`config.mk`:
```
export PLATFORM = sky130hd
export DESIGN_NAME = regfile_wb_arb
export DESIGN_NICKNAME = d
export VERILOG_FILES = /design/src/rtl/regfile_wb_arb_pkg.sv /design/src/rtl/rr_arb2.sv /design/src/rtl/regfile_wb_arb.sv
export SDC_FILE = /design/constraint.sdc
export NUM_CORES = 1
export LEC_CHECK = 0
export BUFFER_PORTS_ARGS = -buffer_cell sky130_fd_sc_hd__buf_2
export CAP_MARGIN = 25
export CORE_UTILIZATION = 39
export DETAILED_ROUTE_END_ITERATION = 10
export GPL_TIMING_DRIVEN = 1
export PLACE_DENSITY = 0.73
export SYNTH_ARGS = -nofsm -noshare
export SYNTH_HDL_FRONTEND = slang
export SYNTH_SLANG_ARGS = --single-unit
```
`constraint.sdc`:
```
create_clock -name clk -period 4.2 [get_ports clk]
set_clock_uncertainty 0.1 [all_clocks]
set_input_delay 0.42 -clock clk [delete_from_list [all_inputs] [get_ports clk]]
set_output_delay 0.42 -clock clk [all_outputs]
set_load 0.02 [all_outputs]
```
`src/rtl/regfile_wb_arb_pkg.sv`:
```
// Shared definitions for the register-file writeback arbiter: FSM states,
// register-address width and the index of the hardwired zero register.
package regfile_wb_arb_pkg;

  localparam int AW = 5;
  localparam logic [AW-1:0] XZR = 5'd31;

  typedef enum logic {
    CLEAR,
    RUN
  } state_t;

endpackage

```
`src/rtl/rr_arb2.sv`:
```
// Two-way round-robin grant: combinational, prio names the requester that wins a tie.
// No state; the caller owns the priority pointer.
module rr_arb2 (
  input  logic v0,
  input  logic v1,
  input  logic prio,
  output logic g0,
  output logic g1
);

  assign g0 = v0 & (~v1 | ~prio);
  assign g1 = v1 & (~v0 | prio);

endmodule

```
`src/rtl/regfile_wb_arb.sv`:
```
// Arbitrates ALU and load writebacks onto one register-file write port; one cycle latency.
// After reset it clears X0..X30 with readies low, then accepts one request per cycle.
module regfile_wb_arb
  import regfile_wb_arb_pkg::*;
#(
  parameter int N    = 64,
  parameter int NREG = 32
) (
  input  logic          clk,
  input  logic          reset_n,
  input  logic          v0,
  input  logic [AW-1:0] a0,
  input  logic [N-1:0]  d0,
  output logic          rdy0,
  input  logic          v1,
  input  logic [AW-1:0] a1,
  input  logic [N-1:0]  d1,
  output logic          rdy1,
  output logic          we3,
  output logic [AW-1:0] wa3,
  output logic [N-1:0]  wd3,
  output logic          init_done
);

  localparam logic [AW-1:0] KLAST = AW'(NREG - 2);

  state_t        state_q;
  logic [AW-1:0] k_q;
  logic          prio_q;
  logic          we3_q;
  logic [AW-1:0] wa3_q;
  logic [N-1:0]  wd3_q;
  logic          init_done_q;

  logic          g0, g1;
  logic          run;
  logic          wr_d;
  logic [AW-1:0] wa3_d;
  logic [N-1:0]  wd3_d;

  rr_arb2 u_arb (
    .v0  (v0),
    .v1  (v1),
    .prio(prio_q),
    .g0  (g0),
    .g1  (g1)
  );

  assign run  = (state_q == RUN);
  assign rdy0 = run & g0;
  assign rdy1 = run & g1;

  // Accepted writes to the zero register complete the handshake but never reach the port.
  assign wa3_d = rdy1 ? a1 : a0;
  assign wd3_d = rdy1 ? d1 : d0;
  assign wr_d  = (rdy0 | rdy1) & (wa3_d != XZR);

  always_ff @(posedge clk or negedge reset_n) begin
    if (!reset_n) begin
      state_q     <= CLEAR;
      k_q         <= '0;
      prio_q      <= 1'b0;
      we3_q       <= 1'b0;
      wa3_q       <= '0;
      wd3_q       <= '0;
      init_done_q <= 1'b0;
    end else begin
      case (state_q)
        CLEAR: begin
          we3_q <= 1'b1;
          wa3_q <= k_q;
          wd3_q <= '0;
          k_q   <= k_q + AW'(1);
          if (k_q == KLAST) begin
            state_q     <= RUN;
            init_done_q <= 1'b1;
          end
        end
        RUN: begin
          we3_q <= wr_d;
          if (wr_d) begin
            wa3_q <= wa3_d;
            wd3_q <= wd3_d;
          end
          // A tie is always accepted in RUN, so the pointer hands the next tie to the loser.
          if (v0 && v1) begin
            prio_q <= ~prio_q;
          end
        end
        default: state_q <= CLEAR;
      endcase
    end
  end

  assign we3       = we3_q;
  assign wa3       = wa3_q;
  assign wd3       = wd3_q;
  assign init_done = init_done_q;

endmodule

```
### Yosys cells after proc, flatten, opt, wreduce, memory -nomap -nowiden

Index checks and enable logic that the tools add are counted.
Widths: inputs -> output; s select.

* register bits after elaboration: 78
* input port bits: 142
* output and inout port bits: 73
* logic and storage cells: 35

* add/subtract/negate cells: 1
* equality and inequality tests: 3
* multiplexer cells: 9
* bitwise operators: 12
* reductions and logical operators: 3

Operators with widths (count)
* $mux 64: 2
* $pmux 64 s2: 1
* $mux 5: 2
* $pmux 5 s2: 1
* $add 5x1->5 const B: 1
* $and 1x1->1: 5
* $eq 5x5->1 const B: 1
* $ne 5x5->1 const B: 1
* $not 1->1: 4
* $reduce_and 2->1: 2
* $or 1x1->1: 3
* $mux 1: 2
* $ne 2x1->1 const B: 1
* $pmux 1 s2: 1
* $logic_and 1x1->1: 1

### Logic depth before layout (Yosys ltp)

Gate-level depths: netlist of the first run.

* depth after elaboration: 9
* depth in mapped cells: 7
* mapped depth without buffers: 4

### Cells and area by module

A second synthesis of the first run with hierarchy kept.

* cell total of the unflattened synthesis: 366
* area total of the unflattened synthesis: 4301.6 um^2

Modules (own cells, without submodules)
* regfile_wb_arb: times used 1, cells each 363, area each 4282.9 um^2, seq. area each 1951.9 um^2
* rr_arb2: times used 1, cells each 3, area each 18.8 um^2, seq. area each 0.0 um^2

### Least setup slack after synthesis of the first run

Ideal clock, no wire load.

* path type: input to register
* start point: input port a1[1]
* end point: register wa3_q[3], in the netlist wa3[3]
* setup time: 0.126 ns
* data arrival time: 1.520 ns
* data required time: 3.974 ns
* slack: 2.454 ns
* stages: 6
* buffers on the path: 2
* path through: nand3_1 -> or2_0 -> buf_2 -> mux2_4 -> buf_6 -> o32a_1

* cells in the longest elaborated chain, start to end: 4

Ends and longest elaborated chain
* start, declared: RTL line regfile_wb_arb.sv:16 `input logic [AW-1:0] a1,`
* $mux 5: RTL line regfile_wb_arb.sv:54 `assign wa3_d = rdy1 ? a1 : a0;`
* $ne 5x5->1: RTL line regfile_wb_arb.sv:56 `assign wr_d = (rdy0 | rdy1) & (wa3_d != XZR);`
* $and 1x1->1: RTL line regfile_wb_arb.sv:56
* $ne 2x1->1 (no line)
* end signal, assigned: RTL line regfile_wb_arb.sv:71 `wa3_q <= k_q;`
* end signal, assigned: RTL line regfile_wb_arb.sv:82 `wa3_q <= wa3_d;`
* end, declared: RTL line regfile_wb_arb.sv:31 `logic [AW-1:0] wa3_q;`

Every way passes these cells.
A chain may end at the register's enable or synchronous reset.

### Worst setup path in the final report of the first run

* start point: register state_q, in the netlist run
* end point: output port rdy1

* cells in the longest elaborated chain, start to end: 1

Ends and longest elaborated chain
* start, declared: RTL line regfile_wb_arb.sv:27 `state_t state_q;`
* start signal, assigned: RTL line regfile_wb_arb.sv:60 `state_q <= CLEAR;`
* start signal, assigned: RTL line regfile_wb_arb.sv:75 `state_q <= RUN;`
* start signal, assigned: RTL line regfile_wb_arb.sv:90 `default: state_q <= CLEAR;`
* $and 1x1->1: RTL line regfile_wb_arb.sv:51 `assign rdy1 = run & g1;`
* end, declared: RTL line regfile_wb_arb.sv:18 `output logic rdy1,`

Every way passes these cells.

==> run metrics, run 1 <==
Cells after Synth=340; worst r2r src=run; register bit total from synthesis=78; die area=9753 µm²; Placed Instances=632; drt drc=0; Final Hold Viols=0; Area Overhead vs Synth=35.23%; CP arrival=1920 ps; Worst-Margin Slew=804.0 ps; YS warnings=0; Worst Path Max Fanout=45; filler-free cell count of the finished design=648; final worst path period share=58.09%; antenna viol nets, final=0; Mean Syn Cell Area=10.74 µm²; Post-Syn Area=3651 µm²; vias in the first global route=3545; Startpoint Class=flip-flop; first drt pass iteration count=5; register area share after synthesis=53.46%; # IOs=215; Avg WL per Cell=15.95 µm; total power draw=2.243 mW; Worst Hold Class=input pin to flip-flop; die height=98.76 µm; clock-pin slew on the worst setup and hold paths=80 ps; Setup-failing EPs final=0; number of H-tree levels=3; CP bufs+invs=3; placement row count=34; share of layout cells above drive strength 1=47.78%; initial antenna violation count=0; largest buffer count on any clock path=2; slew margin rel.=46.40%; Tmin final=2440 ps; number of flops mapped to enable cells by yosys=0; beginning of the critical path=run; Syn Nets=484; largest net degree at the start of global routing=79; worst vdd ir=0.0001899 V; clk sinks=78; Cell Chain, Critical Path=inv_1, nor3_4, buf_4, buf_2; total of max-cap violations=0; Distinct cells, synth=35; Nets=681; Vias/cell=5.498; Max Freq=409.9 MHz; final WL=10340 µm; routability cong.=0.8519; slowest stage cell on the critical path=buf_4; initial core utilization=41.06%; CTS Buf Count=9; Die W=98.76 µm; CTS Root Cell=clkbuf_8; status=finished, final reports clean; LEAKAGE=2.369 nW; Total Routing Usage GR=21.75%; Synth Flop Type=dfrtp_1; RSZ-0062 raised after global routing=no; hold_ws=196.7 ps; Pins Over Slew Limit=0; Placeable Area=8891 µm²; WP data required=3680 ps; Crit. End Element=output port; number of port buffers=214; Initial DRC Count=164; PwrDens=454.3 nW/µm²; critical hold path startpoint=d0[48]; Crit Path Class=flip-flop to output port; n_diodes=0; CP max stage delay=430 ps; post-route setup TNS=0 ps; cell family with most CP delay=buffers and inverters; first-pass GRT wire length=16840 µm; post-synthesis async set-or-reset flop share=100.0%; worst skew pair latency=330 ps; via count=3563; Detailed Place HPWL=7231 µm; CTS tree=yes; total gr overflow=0
## area by class of cell
type | instances | area [µm²]
Clock inverter | 4 | 25.02
Timing Repair Buffer | 221 | 1149
Multi-Input combinational cell | 224 | 1526
Inverter | 3 | 11.26
Tap cell | 108 | 135.1
Sequential cell | 78 | 1953
Clock buffer | 10 | 137.6
Fill cell | 785 | 3954
## worst paths after layout
path / end / slack, ps / cells past startpoint
min: wd3[48] / 200 / 3
min in group asynchronous: wd3[32] / 340 / 2
max: rdy1 / 1760 / 4
max reg2reg: wd3[59] / 2070 / 4
max in group asynchronous: run / 3110 / 3
min reg2reg: init_done / 370 / 1
## synthesized netlist by cell type, types with 5 or more instances
| cell type | number | area [µm²] |
|---|---|---|
| dfrtp_1 | 78 | 1952 |
| clkbuf_1 | 15 | 56.30 |
| o221a_2 | 20 | 225.2 |
| o21ai_0 | 37 | 185.2 |
| nand2_1 | 47 | 176.4 |
| o21a_1 | 20 | 150.1 |
| a21oi_1 | 5 | 25.02 |
| o21ai_1 | 7 | 35.03 |
| buf_2 | 13 | 65.06 |
| a32oi_1 | 44 | 385.4 |
| nor2_1 | 8 | 30.03 |
| xnor2_1 | 5 | 43.79 |
## worst min-delay path: stages
cell and delay (ps):
buf_2 70, a32oi_1 40, o21ai_0 60
## state kept, by name (all words and copies together), names as in the netlist
register and count:
init_done 1, k_q 5, prio_q 1, run 1
wa3 5, wd3 64, we3 1
## per-stage QoR
| step | util, % | setup WS [ps] | area (µm²) |
|---|---|---|---|
| 6_report | 55.53 | 1760 | 4937 |
| 4_1_cts | 55.11 | 1769 | 4900 |
| 2_1_floorplan | - | 2454 | 3651 |
| 5_1_grt | 55.53 | 1624 | 4937 |
| 3_3_place_gp | 53.28 | 1972 | 4737 |
| 3_5_place_dp | 53.28 | 1897 | 4737 |
## cell families after synthesis
logic type | after synthesis | share of synthesized area (%)
and+or+nand+nor | 68 | 7.985
adders and majority gates | 2 | 0.6853
buffers and inverters | 38 | 4.900
muxes | 1 | 0.4111
xor gates and xnor gates | 5 | 1.199
DFF | 78 | 53.46
AOI/OAI and AO/OA | 148 | 31.36
## layout by cell type, fill, tap and decap left out
| cell | n |
|---|---|
| o21a_1 | 20 |
| buf_2 | 213 |
| or2_1 | 1 |
| o32a_1 | 1 |
| a32oi_1 | 44 |
| o21ai_1 | 7 |
| o31a_1 | 4 |
| o31ai_1 | 1 |
| and4_1 | 1 |
| xnor2_1 | 5 |
| nand2_1 | 47 |
| o22ai_1 | 1 |
| a21bo_1 | 1 |
| buf_16 | 1 |
| clkbuf_8 | 10 |
| buf_4 | 6 |
| inv_1 | 3 |
| a21oi_1 | 5 |
| nand4_1 | 2 |
| nor3_4 | 1 |
| o221a_2 | 20 |
| and2b_1 | 1 |
| nor2b_1 | 1 |
| o21bai_1 | 1 |
| clkinvlp_4 | 2 |
| ha_1 | 2 |
| dlygate4sd3_1 | 1 |
| nand3_1 | 3 |
| a211oi_4 | 1 |
| o211ai_1 | 1 |
| clkinv_2 | 2 |
| nand2b_1 | 3 |
| mux2_4 | 1 |
| nor2_1 | 8 |
| dfrtp_1 | 77 |
| o32ai_1 | 4 |
| o21ai_0 | 37 |
| dfrtp_2 | 1 |
## per-layer routing
layer,wire length [µm],up-vias,GRT usage [%]
li1,-,1691,-
met1,4376,1668,27.38
met2,5087,186,37.39
met3,688,18,3.546
met4,184,0,8.726
met5,0,-,0
## what timing repair did
item                                   in CTS  in global routing
hold buffers                                0                  1
endpoints found under the hold margin       0                  4
setup buffers                               0                  0
gates resized for setup                     0                  0
## power breakdown
group / total [mW] / internal [mW] / switching (mW)
sequential: 0.978 / 0.897 / 0.0817
combinational: 0.780 / 0.305 / 0.475
clock: 0.484 / 0.222 / 0.262
No activity file was read; power rests on OpenSTA's default activity.
==> run 2, diff against run 1 <==
Settings changed: ABC_AREA set to 1, PLACE_DENSITY 0.73 to 0.7.
Clock period 4.2 ns to 2.3 ns, I/O delays scaled along.
==> run 2 against run 1 <==
Compared with the run above: total power grew 84%; flip-flop and latch count unchanged; area after synthesis is 17% higher; routed wire length grew 19%; via count rose by 30%; setup slack lost 1600 ps; critical path depth rose by 3; register-to-register slack got worse by 1800 ps; die area grew 17%; global-route usage shrank 0.28 points; cell count is 42% higher; critical endpoint unchanged; highest routed layer unchanged.
==> run metrics, run 2 <==
Post-CTS Setup Inserts=0 (unchanged); Syn Nets=735 (was 484); top cells by count, synth=nand2_1 (289), dfrtp_1 (78), nand3_1 (74) (was dfrtp_1 (78), nand2_1 (47), a32oi_1 (44)); Die W=106.6 µm (was 98.76 µm); slowest stage cell on the critical path=dfrtp_4 (was buf_4); Top Layer Used=met4 (unchanged); met3 routed WL=895 µm (was 688 µm); Final Hold Viols=0 (unchanged); max reg flops=64 (unchanged); RSZ-0062 raised after global routing=no (unchanged); hold_ws=130.1 ps (was 196.7 ps); antenna viol nets, final=0 (unchanged); Pins Over Slew Limit=0 (unchanged); Synth top area share=45.75% (was 53.46%); post-synthesis async set-or-reset flop share=100.0% (unchanged); clk sinks=78 (unchanged); Hold Path Stages=5 (was 3); most frequent CP cell=inv_2; total power draw=4.123 mW (was 2.243 mW); DRT met1 WL=5395 µm (was 4376 µm); Avg WL per Cell=13.30 µm (was 15.95 µm); share of layout cells above drive strength 1=31.89% (was 47.78%); Tmin final=2142 ps; CTS Root Cell=clkbuf_8 (unchanged); CP arrival=1810 ps (was 1920 ps); register bit total from synthesis=78 (unchanged); Worst Path Max Fanout=34 (was 45); vias in the first global route=4298 (was 3545); clock-pin slew on the worst setup and hold paths=80 ps (about the same); Detailed Place HPWL=8786 µm (was 7231 µm); status=finished, final reports clean (unchanged); worst vdd ir=0.0003283 V (was 0.0001899 V); Crit Path Class=flip-flop to output port (unchanged); Initial DRC Count=232 (was 164); post-route setup TNS=0 ps (unchanged); WL met2=5827 µm (was 5087 µm); Placeable Area=10460 µm² (was 8891 µm²); number of port buffers=214 (unchanged); Vias/cell=5.014 (was 5.498); drt drc=0 (unchanged); via count=4628 (was 3563); synth top area cells=dfrtp_1 (46%), nand2_1 (25%), nand4_1 (9.8%) (was dfrtp_1 (53%), a32oi_1 (11%), o221a_2 (6.2%)); die area=11360 µm² (was 9753 µm²); WP data required=1970 ps (was 3680 ps); Total Routing Usage GR=21.47% (was 21.75%); total of max-cap violations=0 (unchanged); Setup-failing EPs final=0 (unchanged); slew margin rel.=50.72% (was 46.40%); Worst Hold Class=input pin to flip-flop (unchanged); CTS Buf Count=9 (unchanged); worst skew pair latency=340 ps (was 330 ps); largest buffer count on any clock path=2 (unchanged); CP max stage delay=490 ps (was 430 ps); most common cell after layout, fill and taps aside=nand2_1 (was buf_2); YS warnings=0 (unchanged); number of flops mapped to enable cells by yosys=0 (unchanged); area leader, netlist=dfrtp_1 (unchanged); n_diodes=0 (unchanged); Synth Flop Type=dfrtp_1 (unchanged); Cell Chain, Critical Path=nand2_1, inv_2, nand2_2, buf_4, inv_2, buf_8, buf_2 (was inv_1, nor3_4, buf_4, buf_2); most frequent cell after synthesis=nand2_1 (was dfrtp_1); first-pass GRT wire length=19550 µm (was 16840 µm); Distinct cells, synth=21 (was 35); Startpoint Class=flip-flop (unchanged); first drt pass iteration count=5 (unchanged); Crit. End Element=output port (unchanged); worst slack, placed=188.5 ps (was 1897 ps); # IOs=215 (unchanged); Max Freq=466.9 MHz; final worst setup slack=158.4 ps (was 1760 ps); Mean Syn Cell Area=7.219 µm² (was 10.74 µm²); Worst-Margin Slew=739.3 ps (was 804.0 ps); routability cong.=0.8323 (was 0.8519); initial core utilization=40.78% (was 41.06%); PwrDens=737.0 nW/µm² (was 454.3 nW/µm²); die height=106.6 µm (was 98.76 µm); total gr overflow=0 (unchanged); placement row count=37 (was 34); Area Overhead vs Synth=31.11% (was 35.23%); LEAKAGE=3.305 nW (was 2.369 nW); initial antenna violation count=1 (was 0); register area share after synthesis=45.75% (was 53.46%); reg2reg path depth=10 (was 4); CTS tree=yes (unchanged); Nets=927 (was 681); final WL=12270 µm (was 10340 µm); Post-Syn Area=4267 µm² (was 3651 µm²); Cells after Synth=591 (was 340); largest net degree at the start of global routing=82 (was 79); final worst path period share=93.11%; most frequent cells in the layout=nand2_1 (289), buf_2 (213), dfrtp_1 (77), nand3_1 (74), nand4_1 (67) (was buf_2 (213), dfrtp_1 (77), nand2_1 (47), a32oi_1 (44), o21ai_0 (37)); number of H-tree levels=3 (unchanged)
[run 2: layout make-up]
| cell class | count | area, µm² |
|---|---|---|
| Clock buffer | 11 | 131.4 |
| Clock inverter | 4 | 25.02 |
| Fill cell | 1032 | 4868 |
| Inverter | 13 | 48.80 |
| Multi-Input combinational cell | 451 | 2034 |
| Sequential cell | 78 | 1956 |
| Tap cell | 136 | 170.2 |
| Timing Repair Buffer | 230 | 1229 |
[run 2: per-layer routing]
metal	up-vias	global-route usage (%)
li1	2326	-
met1	2101	27.07
met2	188	37.19
met3	13	4.438
met4	0	5.969
met5	-	0
[run 2: power by group]
part	switching, mW	internal (mW)	total (mW)
Sequential	0.143	1.62	1.76
Combinational	0.963	0.548	1.51
Clock	0.466	0.383	0.849
Total	1.57	2.55	4.12
[run 2: final timing paths]
path	end	from	slack (ps)
min	wd3[41]	d1[41]	130
max	rdy1	run	160
min reg2reg	init_done	init_done	390
min in group asynchronous	wd3[9]	reset_n	400
max reg2reg	wd3[24]	run	260
max in group asynchronous	wd3[31]	reset_n	1020
[run 2: through the flow]
stage	std cells	cell area, µm²	util (%)
floorplan	591	4267	-
global placement	906	5388	51.49
detailed placement	906	5388	51.49
CTS	922	5558	53.12
global route	923	5594	53.47
finish	923	5594	53.47
[run 2: logic make-up after synthesis]
family | synth area share [%]
compound gates | 1.378
xor+xnor | 1.026
fa+ha+maj | 0.5864
buf+inv | 6.569
flops | 45.75
simple gates | 44.69
[run 2: repair_timing]
item | in CTS | in global routing
endpoints found under the setup margin | 1 | 2
gates resized for setup | 1 | 5
hold endpoints to repair | 55 | 0
hold buffers | 1 | 0
[run 2: critical path: cells and delay by family (launching register included)]
kind	cells	cell delay, ps
flops	1	490
simple gates	2	250
buf+inv	5	730
==> run 3, diff against run 2 <==
Clock period 2.3 ns to 2.25 ns, I/O delays scaled along.
==> run 3 against run 2 <==
Compared with the run above: clock power grew 14%; routed wire length shrank 1.7%; register-to-register slack lost 20 ps; global-route usage shrank 0.32 points; flip-flop and latch count is the same; setup slack lost 94 ps; sequential share of layout area shrank 0.43 points; cell count shrank 0.22%; count of clock-buffer cells in the layout shrank 2; sequential power grew 3%; critical path depth shrank 3; non-clock buffer count shrank 2; critical path type unchanged.
==> run metrics, run 3 (synthesis gave the netlist of run 2 again) <==
status=finished, final reports clean (unchanged); RR Endpoint=wa3[1] (was wd3[24]); initial core utilization=40.78% (unchanged); die area=11360 µm² (unchanged); cell family with most CP delay=buffers and inverters (unchanged); Worst Hold End=wd3[29] (was wd3[41]); CP arrival=1860 ps (was 1810 ps); slowest stage cell on the critical path=dfrtp_4 (unchanged); # IOs=215 (unchanged); antenna viol nets, final=0 (unchanged); Startpoint Class=flip-flop (unchanged); RSZ-0062 raised after global routing=yes (was no); fill cell count=1015 (was 1032); Cell Chain, Critical Path=buf_8, inv_1, a211oi_1, buf_2 (was nand2_1, inv_2, nand2_2, buf_4, inv_2, buf_8, buf_2); Placeable Area=10460 µm² (unchanged); share of layout cells above drive strength 1=31.89% (about the same); die height=106.6 µm (unchanged); final worst path period share=97.14%; met2 Use GR=37.37% (was 37.19%); most common cell after layout, fill and taps aside=nand2_1 (unchanged); Total Routing Usage GR=21.15% (was 21.47%); worst vdd ir=0.0003668 V (was 0.0003283 V); CTS Root Cell=clkbuf_8 (unchanged); Worst-Margin Slew=618.2 ps (was 739.3 ps); Avg WL per Cell=13.10 µm (was 13.30 µm); vias in the first global route=4304 (was 4298); CTS tree=yes (unchanged); WP data required=1920 ps (was 1970 ps); final WL=12060 µm (was 12270 µm); worst r2r src=run (unchanged); Nets=925 (was 927); most frequent cells in the layout=nand2_1 (289), buf_2 (213), dfrtp_1 (77), nand3_1 (74), nand4_1 (67) (unchanged); Worst Hold Class=input pin to flip-flop (unchanged); R2R Setup Slk=240 ps (was 260 ps); reg2reg path depth=10 (unchanged); Max Freq=457.6 MHz; Detailed Place HPWL=8679 µm (was 8786 µm); total power draw=4.341 mW (was 4.123 mW); M3 GR Usage=4.012% (was 4.438%); Tmin final=2186 ps; first drt pass iteration count=4 (was 5); Pins Over Slew Limit=0 (unchanged); PwrDens=766.3 nW/µm² (was 737.0 nW/µm²); Worst Path Max Fanout=81 (was 34); Crit. End Element=output port (unchanged); Initial DRC Count=215 (was 232); Post-CTS Setup Inserts=0 (unchanged); CP max stage delay=430 ps (was 490 ps); largest buffer count on any clock path=2 (unchanged); placement row count=37 (unchanged); max reg flops=64 (unchanged); routability cong.=0.8099 (was 0.8323); CP bufs+invs=3 (was 5); Vias/cell=5.023 (was 5.014); met1 GRT Util=25.53% (was 27.07%); global route hottest layer=met2 (unchanged); critical hold path startpoint=d1[29] (was d1[41]); CTS Buf Count=9 (unchanged); number of H-tree levels=3 (unchanged); slew margin rel.=58.79% (was 50.72%); via count=4626 (was 4628); first-pass GRT wire length=19360 µm (was 19550 µm); Crit Path Class=flip-flop to output port (unchanged); total of max-cap violations=0 (unchanged); Setup-failing EPs final=0 (unchanged); total gr overflow=0 (unchanged); LEAKAGE=3.335 nW (was 3.305 nW); drt drc=0 (unchanged); clock-pin slew on the worst setup and hold paths=80 ps (about the same); Area Overhead vs Synth=32.76% (was 31.11%); post-route cell area=5664 µm² (was 5594 µm²); Die W=106.6 µm (unchanged); largest net degree at the start of global routing=82 (unchanged); initial antenna violation count=1 (unchanged); Area after DPL=5398 µm² (was 5388 µm²); Final Hold Viols=0 (unchanged); worst skew pair latency=340 ps (about the same); number of port buffers=214 (unchanged); Placed Instances=904 (was 906); clk sinks=78 (unchanged); filler-free cell count of the finished design=921 (was 923); Hold Path Stages=5 (unchanged)
## run 3: cell type report
cell class	count	area (µm²)	share of cell area [%]
well taps	136	170.2	3.004
flip-flops and latches	78	1956	34.53
clock buffers	9	123.9	2.187
repair buffers	228	1271	22.44
multi-input cells	451	2039	36.01
clock inverters	5	52.55	0.9278
diodes	1	2.502	0.04418
inverters	13	48.80	0.8615
## run 3: routing by layer
layer  wire length, µm  vias up  part of all wire [%]
met5                 0        -                     0
met4               224        0                   1.9
met3               919       20                   7.6
li1                  -     2326                     -
met1              5085     2095                    42
met2              5834      185                    48
## run 3: report_power, final
group	switching (mW)	total [mW]	leakage, nW	internal, mW
clock network	0.474	0.968	0.0907	0.494
logic	0.985	1.57	2.32	0.581
registers	0.150	1.81	0.924	1.66
total	1.61	4.34	3.33	2.73
## run 3: worst max-delay path by stage
stage | startpoint | to | depth (start not counted)
floorplan | run | rdy0 | 3
global placement | run | rdy0 | 4
detailed placement | run | rdy0 | 4
CTS | run | rdy0 | 4
global route | run | rdy0 | 4
finish | run | rdy0 | 4
## run 3: what timing repair did
action	CTS	global route
endpoints found under the hold margin	44	0
setup endpoints to repair	2	54
resized for setup	5	9
hold buffers	1	0
pin swaps	0	1
## run 3: worst reg2reg max path, cell delays in order, from the launching register on
cell and delay, ps:
dfrtp_4 490, nand2_1 110, inv_2 80, nand2_4 120
nand2_1 70, o21ai_1 140, nand2_1 160, o21bai_4 230
buf_4 260, nand3_1 100, nand2_1 90
## run 3: stage by stage
step / setup WS (ps) / hold slack (ps) / util (%) / setup TNS [ps]
6_report: 64.45 / 120.8 / 54.14 / 0
3_3_place_gp: 202.4 / 166.8 / 51.59 / 0
2_1_floorplan: 589.2 / -170.6 / - / 0
4_1_cts: 37.75 / 103.3 / 53.55 / 0
5_1_grt: -53.34 / 130.1 / 54.11 / -53.34
3_5_place_dp: 137.0 / 163.6 / 51.59 / 0
